**config.mk**
```make
export PLATFORM = sky130hd
export DESIGN_NAME = uart_rx_param
export DESIGN_NICKNAME = d
export VERILOG_FILES = /design/src/rtl/uart_rx_param.sv
export SDC_FILE = /design/constraint.sdc
export NUM_CORES = 1
export LEC_CHECK = 0
export ABC_AREA = 1
export BUFFER_PORTS_ARGS = -buffer_cell sky130_fd_sc_hd__buf_2
export CORE_MARGIN = 8
export CORE_UTILIZATION = 52
export CTS_BUF_LIST = sky130_fd_sc_hd__clkbuf_8
export DETAILED_ROUTE_END_ITERATION = 16
export GPL_TIMING_DRIVEN = 0
export HOLD_SLACK_MARGIN = 0.08
export PLACE_DENSITY = 0.71
export SLEW_MARGIN = 15
export SYNTH_ARGS = -nofsm -noshare
export SYNTH_HDL_FRONTEND = slang
export SYNTH_SLANG_ARGS = --single-unit
export TNS_END_PERCENT = 50
```
**constraint.sdc**
```tcl
create_clock -name clk -period 5.1 [get_ports clk]
set_clock_uncertainty 0.05 [all_clocks]
set_input_delay 1.02 -clock clk [delete_from_list [all_inputs] [get_ports clk]]
set_output_delay 1.02 -clock clk [all_outputs]
set_load 0.005 [all_outputs]
```
**src/rtl/uart_rx_param.sv**
```systemverilog
// Parametrised UART receiver: two-flop input synchroniser followed by a
// mid-bit sampling frame decoder with optional parity and one or two stop
// bits. Each decoded word is presented with a one-cycle valid strobe and
// parity / framing / break flags that hold until the next strobe.
module uart_rx_param #(
  parameter int CLKS_PER_BIT = 278,
  parameter int DATA_BITS    = 8,
  parameter int PARITY       = 0,
  parameter int STOP_BITS    = 1
) (
  input  logic                 clk,
  input  logic                 rst,
  input  logic                 din,
  output logic [DATA_BITS-1:0] data_rx,
  output logic                 valid,
  output logic                 parity_err,
  output logic                 frame_err,
  output logic                 brk,
  output logic                 busy
);

  localparam int CW = $clog2(CLKS_PER_BIT);
  localparam int IW = 4;
  localparam logic [CW-1:0] CNT_MAX = CW'(CLKS_PER_BIT - 1);
  localparam logic [CW-1:0] HALF    = CW'(CLKS_PER_BIT / 2);
  localparam logic [IW-1:0] LAST_D  = IW'(DATA_BITS - 1);
  localparam logic [IW-1:0] LAST_S  = IW'(STOP_BITS - 1);

  typedef enum logic [2:0] {IDLE, START, DATA, PAR, STOP, WAIT_IDLE} state_t;

  state_t                 state, state_n;
  logic                   din_s1, din_s2;
  logic [CW-1:0]          cnt, cnt_n;
  logic [IW-1:0]          idx, idx_n;
  logic [DATA_BITS-1:0]   shreg, shreg_n;
  logic                   par_bit, par_n;
  logic                   ferr, ferr_n;
  logic                   tick;
  logic                   done;

  // Parity check of the received word against the received parity bit.
  function automatic logic parity_check(input logic [DATA_BITS-1:0] d, input logic p);
    if (PARITY == 1)      return ~(^d ^ p);
    else if (PARITY == 2) return ^d ^ p;
    else                  return 1'b0;
  endfunction

  // Break: a framing error with every data bit and the parity bit sampled low.
  function automatic logic break_check(input logic fe, input logic [DATA_BITS-1:0] d,
                                       input logic p);
    return fe & ~(|d) & ~p;
  endfunction

  assign tick = (cnt == CNT_MAX);
  assign busy = (state != IDLE);

  // Two-flop synchroniser for the asynchronous line; idles high.
  always_ff @(posedge clk) begin
    if (rst) begin
      din_s1 <= 1'b1;
      din_s2 <= 1'b1;
    end else begin
      din_s1 <= din;
      din_s2 <= din_s1;
    end
  end

  // Frame decoder control: state, bit-period counter, bit index, stop error.
  always_ff @(posedge clk) begin
    if (rst) begin
      state <= IDLE;
      cnt   <= '0;
      idx   <= '0;
      ferr  <= 1'b0;
    end else begin
      state <= state_n;
      cnt   <= cnt_n;
      idx   <= idx_n;
      ferr  <= ferr_n;
    end
  end

  // Received data shift register and parity bit; qualified by the FSM.
  always_ff @(posedge clk) begin
    shreg   <= shreg_n;
    par_bit <= par_n;
  end

  // Next-state logic. START is entered with the counter at 1 so the start
  // bit is checked HALF+2 edges after din_s1 first sees it low.
  always_comb begin
    state_n = state;
    cnt_n   = cnt;
    idx_n   = idx;
    shreg_n = shreg;
    par_n   = par_bit;
    ferr_n  = ferr;
    done    = 1'b0;
    case (state)
      IDLE: begin
        cnt_n = '0;
        idx_n = '0;
        if (!din_s2) begin
          state_n = START;
          cnt_n   = CW'(1);
          ferr_n  = 1'b0;
          par_n   = 1'b0;
        end
      end
      START: begin
        if (cnt == HALF) begin
          cnt_n   = '0;
          state_n = din_s2 ? IDLE : DATA;
        end else begin
          cnt_n = cnt + 1'b1;
        end
      end
      DATA: begin
        if (tick) begin
          cnt_n   = '0;
          shreg_n = {din_s2, shreg[DATA_BITS-1:1]};
          if (idx == LAST_D) begin
            idx_n   = '0;
            state_n = (PARITY != 0) ? PAR : STOP;
          end else begin
            idx_n = idx + 1'b1;
          end
        end else begin
          cnt_n = cnt + 1'b1;
        end
      end
      PAR: begin
        if (tick) begin
          cnt_n   = '0;
          par_n   = din_s2;
          state_n = STOP;
        end else begin
          cnt_n = cnt + 1'b1;
        end
      end
      STOP: begin
        if (tick) begin
          cnt_n = '0;
          if (!din_s2) ferr_n = 1'b1;
          if (idx == LAST_S) begin
            idx_n   = '0;
            done    = 1'b1;
            state_n = din_s2 ? IDLE : WAIT_IDLE;
          end else begin
            idx_n = idx + 1'b1;
          end
        end else begin
          cnt_n = cnt + 1'b1;
        end
      end
      WAIT_IDLE: begin
        cnt_n = '0;
        if (din_s2) state_n = IDLE;
      end
      default: state_n = IDLE;
    endcase
  end

  // Result register: loaded on the final stop sample, held until the next one.
  always_ff @(posedge clk) begin
    if (rst) begin
      data_rx    <= '0;
      valid      <= 1'b0;
      parity_err <= 1'b0;
      frame_err  <= 1'b0;
      brk        <= 1'b0;
    end else begin
      valid <= done;
      if (done) begin
        data_rx    <= shreg;
        parity_err <= parity_check(shreg, par_bit);
        frame_err  <= ferr_n;
        brk        <= break_check(ferr_n, shreg, par_bit);
      end
    end
  end

endmodule

```
# Word level (Yosys, flattened, before mapping)
# Index checks and enable logic that the tools add are counted.
# totals
register_bits	39
out_inout_bits	13
# op_classes
n_mux	30
add_sub_neg	2
bitwise	4
n_eq_ne	16
reduce_logical	12
# op_table
operator	n
case mux 9 bit (4 select lines)	1
2-to-1 mux 3 bit	9
2-to-1 mux 9 bit	2
case mux 3 bit (6 select lines)	1
2-to-1 mux 4 bit	4
inequality test 2 bit, second input constant	8
case mux 4 bit (3 select lines)	1
adder 9 x 1 -> 9 bit, second input constant	1
equality test 9 x 8 -> 1 bit, second input constant	1
equality test 9 bit, second input constant	1
2-to-1 mux 1 bit	9
AND reduction 8 bit	1
OR reduction 8 bit	1
equality test 3 x 2 -> 1 bit, second input constant	2
equality test 3 bit, second input constant	2
AND reduction 3 bit	2
nonzero test 3 bit	2
adder 4 x 1 -> 4 bit, second input constant	1
equality test 4 x 3 -> 1 bit, second input constant	1
zero test 4 bit	1
case mux 1 bit (2 select lines)	2
nonzero test 4 bit	1
equality test 3 x 1 -> 1 bit, second input constant	1
zero test 3 bit	1
other kinds (6)	8

# Depth between registers and ports, before layout
# logic_depth
ltp_word	5
mapped_depth	12
ltp_nobuf	12

# Worst setup path after synthesis
# OpenSTA, ideal clock, no wires.
# synth_timing
kind	reg-to-output
from	reg state[2]
to	out busy
setup_slack_ns	3.406
path_buffers	0
arrival_ns	0.624
path_stages_with_launch	3
t_required_ns	4.030
cell_sequence	dfxtp_1 > inv_2 > nand2_1
# synth_between
elab_chain_cells	1
# synth_rtl
element	line_no	text
start: declaration	31	state_t state, state_n;
start signal: assignment	76	state <= state_n;
nonzero test 3 bit	55	assign busy = (state != IDLE);
end: declaration	19	output logic busy
# Every way passes these cells.

# Final worst setup path
# layout_timing
from	reg state[1]
to	out busy
# The elaborated chain is that of the path after synthesis.

==> flow_summary.json <==
{
  "status": "completed",
  "grt_usage_pct": 13.7,
  "critical_path_class": "flop to output port",
  "multi_input_area_um2": 767,
  "critPathMaxFanout": 5,
  "drc": 0,
  "hold_buffers": 0,
  "dr.pass1.iters": 4,
  "numCtsBuffers": 5,
  "grt_first_pass_wirelength_mm": 5.86,
  "path_clk_slew_ns": 0.07,
  "drt_iter0_drc": 123,
  "ios": 16,
  "ys_ff_latch": 39,
  "initial_utilization_pct": 54.0,
  "grt_pass1_vias": 1342,
  "required_ns": 4.03,
  "rr_startpoint": "cnt[0]$_SDFFE_PP0P_",
  "period_share_pct": 43.3,
  "crit_start": "state[1]$_SDFFE_PP0P_",
  "synth_nets": 245,
  "cts_tree": "done",
  "drv_slew": 0,
  "ys_seq_area_share_pct": 48.3,
  "num_rows": 21,
  "worst_slew_pin_slew_ns": 0.651,
  "syn_area_um2": 1800,
  "portBuffers": 14,
  "timing.fmax_ghz": 0.453,
  "min_period_ns": 2.21,
  "htreeDepth": 2,
  "diodes": 0,
  "timing.setup.tns_ns": 0,
  "ff_latch_area_um2": 871,
  "nNetsFinal": 266,
  "dieArea_um2": 5610,
  "holdWs_ns": 0.361,
  "hold_viol_final": 0,
  "dp_hpwl_mm": 2.52,
  "wire_per_inst_um": 11.4,
  "ir_drop_mv": 0.167,
  "final_antenna_net_count": 0,
  "synth.distinct_cells": 29,
  "start_kind": "flop",
  "clk_path_buf_depth": 2,
  "holdCritPathClass": "flop to flop",
  "leakagePower_nw": 0.897,
  "place.gp.congestion": 0.912,
  "layout-drive-gt1-share_pct": 14.2,
  "vias_per_cell": 4.84,
  "rsz0062_at_grt": "false",
  "insertion_delay_ns": 0.29,
  "nFillCells": 320,
  "clockRootBuffer": "clkbuf_8",
  "grt_max_degree": 14,
  "antenna_found_initial": 0,
  "clock-sinks": 39,
  "crit_arrival_ns": 1.14,
  "finalSetupViolCount": 0,
  "die_h_um": 74.9,
  "synthCells": 238,
  "die_w_um": 74.9,
  "pwr_density_cell_nw_per_um2": 318,
  "area_growth_pct": 13.3,
  "globalRouteOverflowTotal": 0,
  "hp-start": "din_s1$_SDFF_PP1_",
  "max_slew_margin_pct": 56.5,
  "drv_cap": 0,
  "syn_area_per_cell_um2": 7.58,
  "dr_total_vias": 1480,
  "crit_path_end_kind": "output port",
  "core-area_um2": 3340,
  "totalWireLength_mm": 3.48,
  "synth_warnings": 0,
  "cts_resized": 0,
  "post_cts_buffers": 0
}
power breakdown:
group          switching (W)  internal, W
logic              0.0000474    0.0000221
clock network       0.000108     0.000146
registers         0.00000534     0.000322
cell usage after synthesis:
master	n	area share, %
nand2_1	52	11
inv_1	33	6.9
dfxtp_1	30	33
nor2_1	30	6.2
a21oi_1	19	5.3
nand3_1	16	4.4
o21ai_0	12	3.3
edfxtp_1	9	15
ha_1	4	2.8
inv_2	4	0.83
nand4_1	3	1.0
nor3_1	3	0.83
nor3b_1	3	1.2
clkbuf_1	2	0.42
nand3_2	2	1.1
nor2_2	2	0.69
or2_2	2	0.69
a31oi_1	1	0.35
and3_1	1	0.35
buf_4	1	0.42
buf_6	1	0.62
conb_1	1	0.21
nand2_2	1	0.35
nor2_4	1	0.62
o21a_1	1	0.42
o21ai_2	1	0.49
o21bai_1	1	0.42
or2_0	1	0.35
xor2_1	1	0.49
path summary, 6_finish.rpt:
check | to | slack [ns] | cells after the start
max | busy | 2.89 | 3
min | din_s2$_SDFF_PP1_ | 0.36 | 1
max reg2reg | shreg[4]$_DFFE_PP_ | 3.17 | 5
min reg2reg | din_s2$_SDFF_PP1_ | 0.36 | 1
placed cells by master, fill, tap and decap left out, types with 4 or more instances in the layout:
| cell | netlist | layout |
|---|---|---|
| edfxtp_1 | 9 | 9 |
| ha_1 | 4 | 4 |
| a21oi_1 | 19 | 19 |
| o21ai_0 | 12 | 12 |
| clkbuf_8 | 0 | 5 |
| buf_2 | 0 | 14 |
| dfxtp_1 | 30 | 30 |
| nand2_1 | 52 | 52 |
| inv_2 | 4 | 4 |
| nor2_1 | 30 | 30 |
| nand3_1 | 16 | 16 |
| inv_1 | 33 | 33 |
layer usage:
metal	up-vias	track usage, %	wire length [um]
li1	798	-	-
met1	649	17.2	1750
met2	31	20.6	1490
met3	2	4.79	204
met4	0	5.87	35
met5	-	0	0
critical path, stage by stage (launching register included):
cell and delay, ns:
dfxtp_1 0.36, nor2_2 0.22, nand2_1 0.13, buf_2 0.15
state kept, by name, indices dropped and copies added, names as in the netlist, 3 cells and up:
signal,count
state,3
idx,4
shreg,8
data_rx,8
cnt,9
layout make-up:
| cell class | count | share of cell area, % |
|---|---|---|
| plain buffers | 4 | 1.29 |
| clock buffers | 5 | 3.37 |
| clock inverters | 3 | 2.14 |
| inverters | 37 | 6.80 |
| multi-input cells | 158 | 37.5 |
| flip-flops and latches | 39 | 42.6 |
| well taps | 46 | 2.82 |
| repair buffers | 14 | 3.43 |
through the flow:
step | area (um2) | utilization, % | instances | power [W] | worst slack, ns
2_1_floorplan | 1800 | - | 238 | 0.000387 | 3.41
3_3_place_gp | 1930 | 57.9 | 298 | 0.000403 | 3.06
3_5_place_dp | 1930 | 57.9 | 298 | 0.000404 | 3.03
4_1_cts | 2040 | 61.2 | 306 | 0.000657 | 2.90
5_1_grt | 2040 | 61.2 | 306 | 0.000681 | 2.77
6_report | 2040 | 61.2 | 306 | 0.000650 | 2.89
cells by family after synthesis:
family / count (synthesis) / synth area share [%]
other: 1 / 0.208
DFF: 39 / 48.3
buffers and inverters: 41 / 9.16
xor gates and xnor gates: 1 / 0.486
AOI/OAI and AO/OA: 35 / 10.3
and+or+nand+nor: 117 / 28.8
adders and majority gates: 4 / 2.78
No activity file was read; power rests on OpenSTA's default activity.
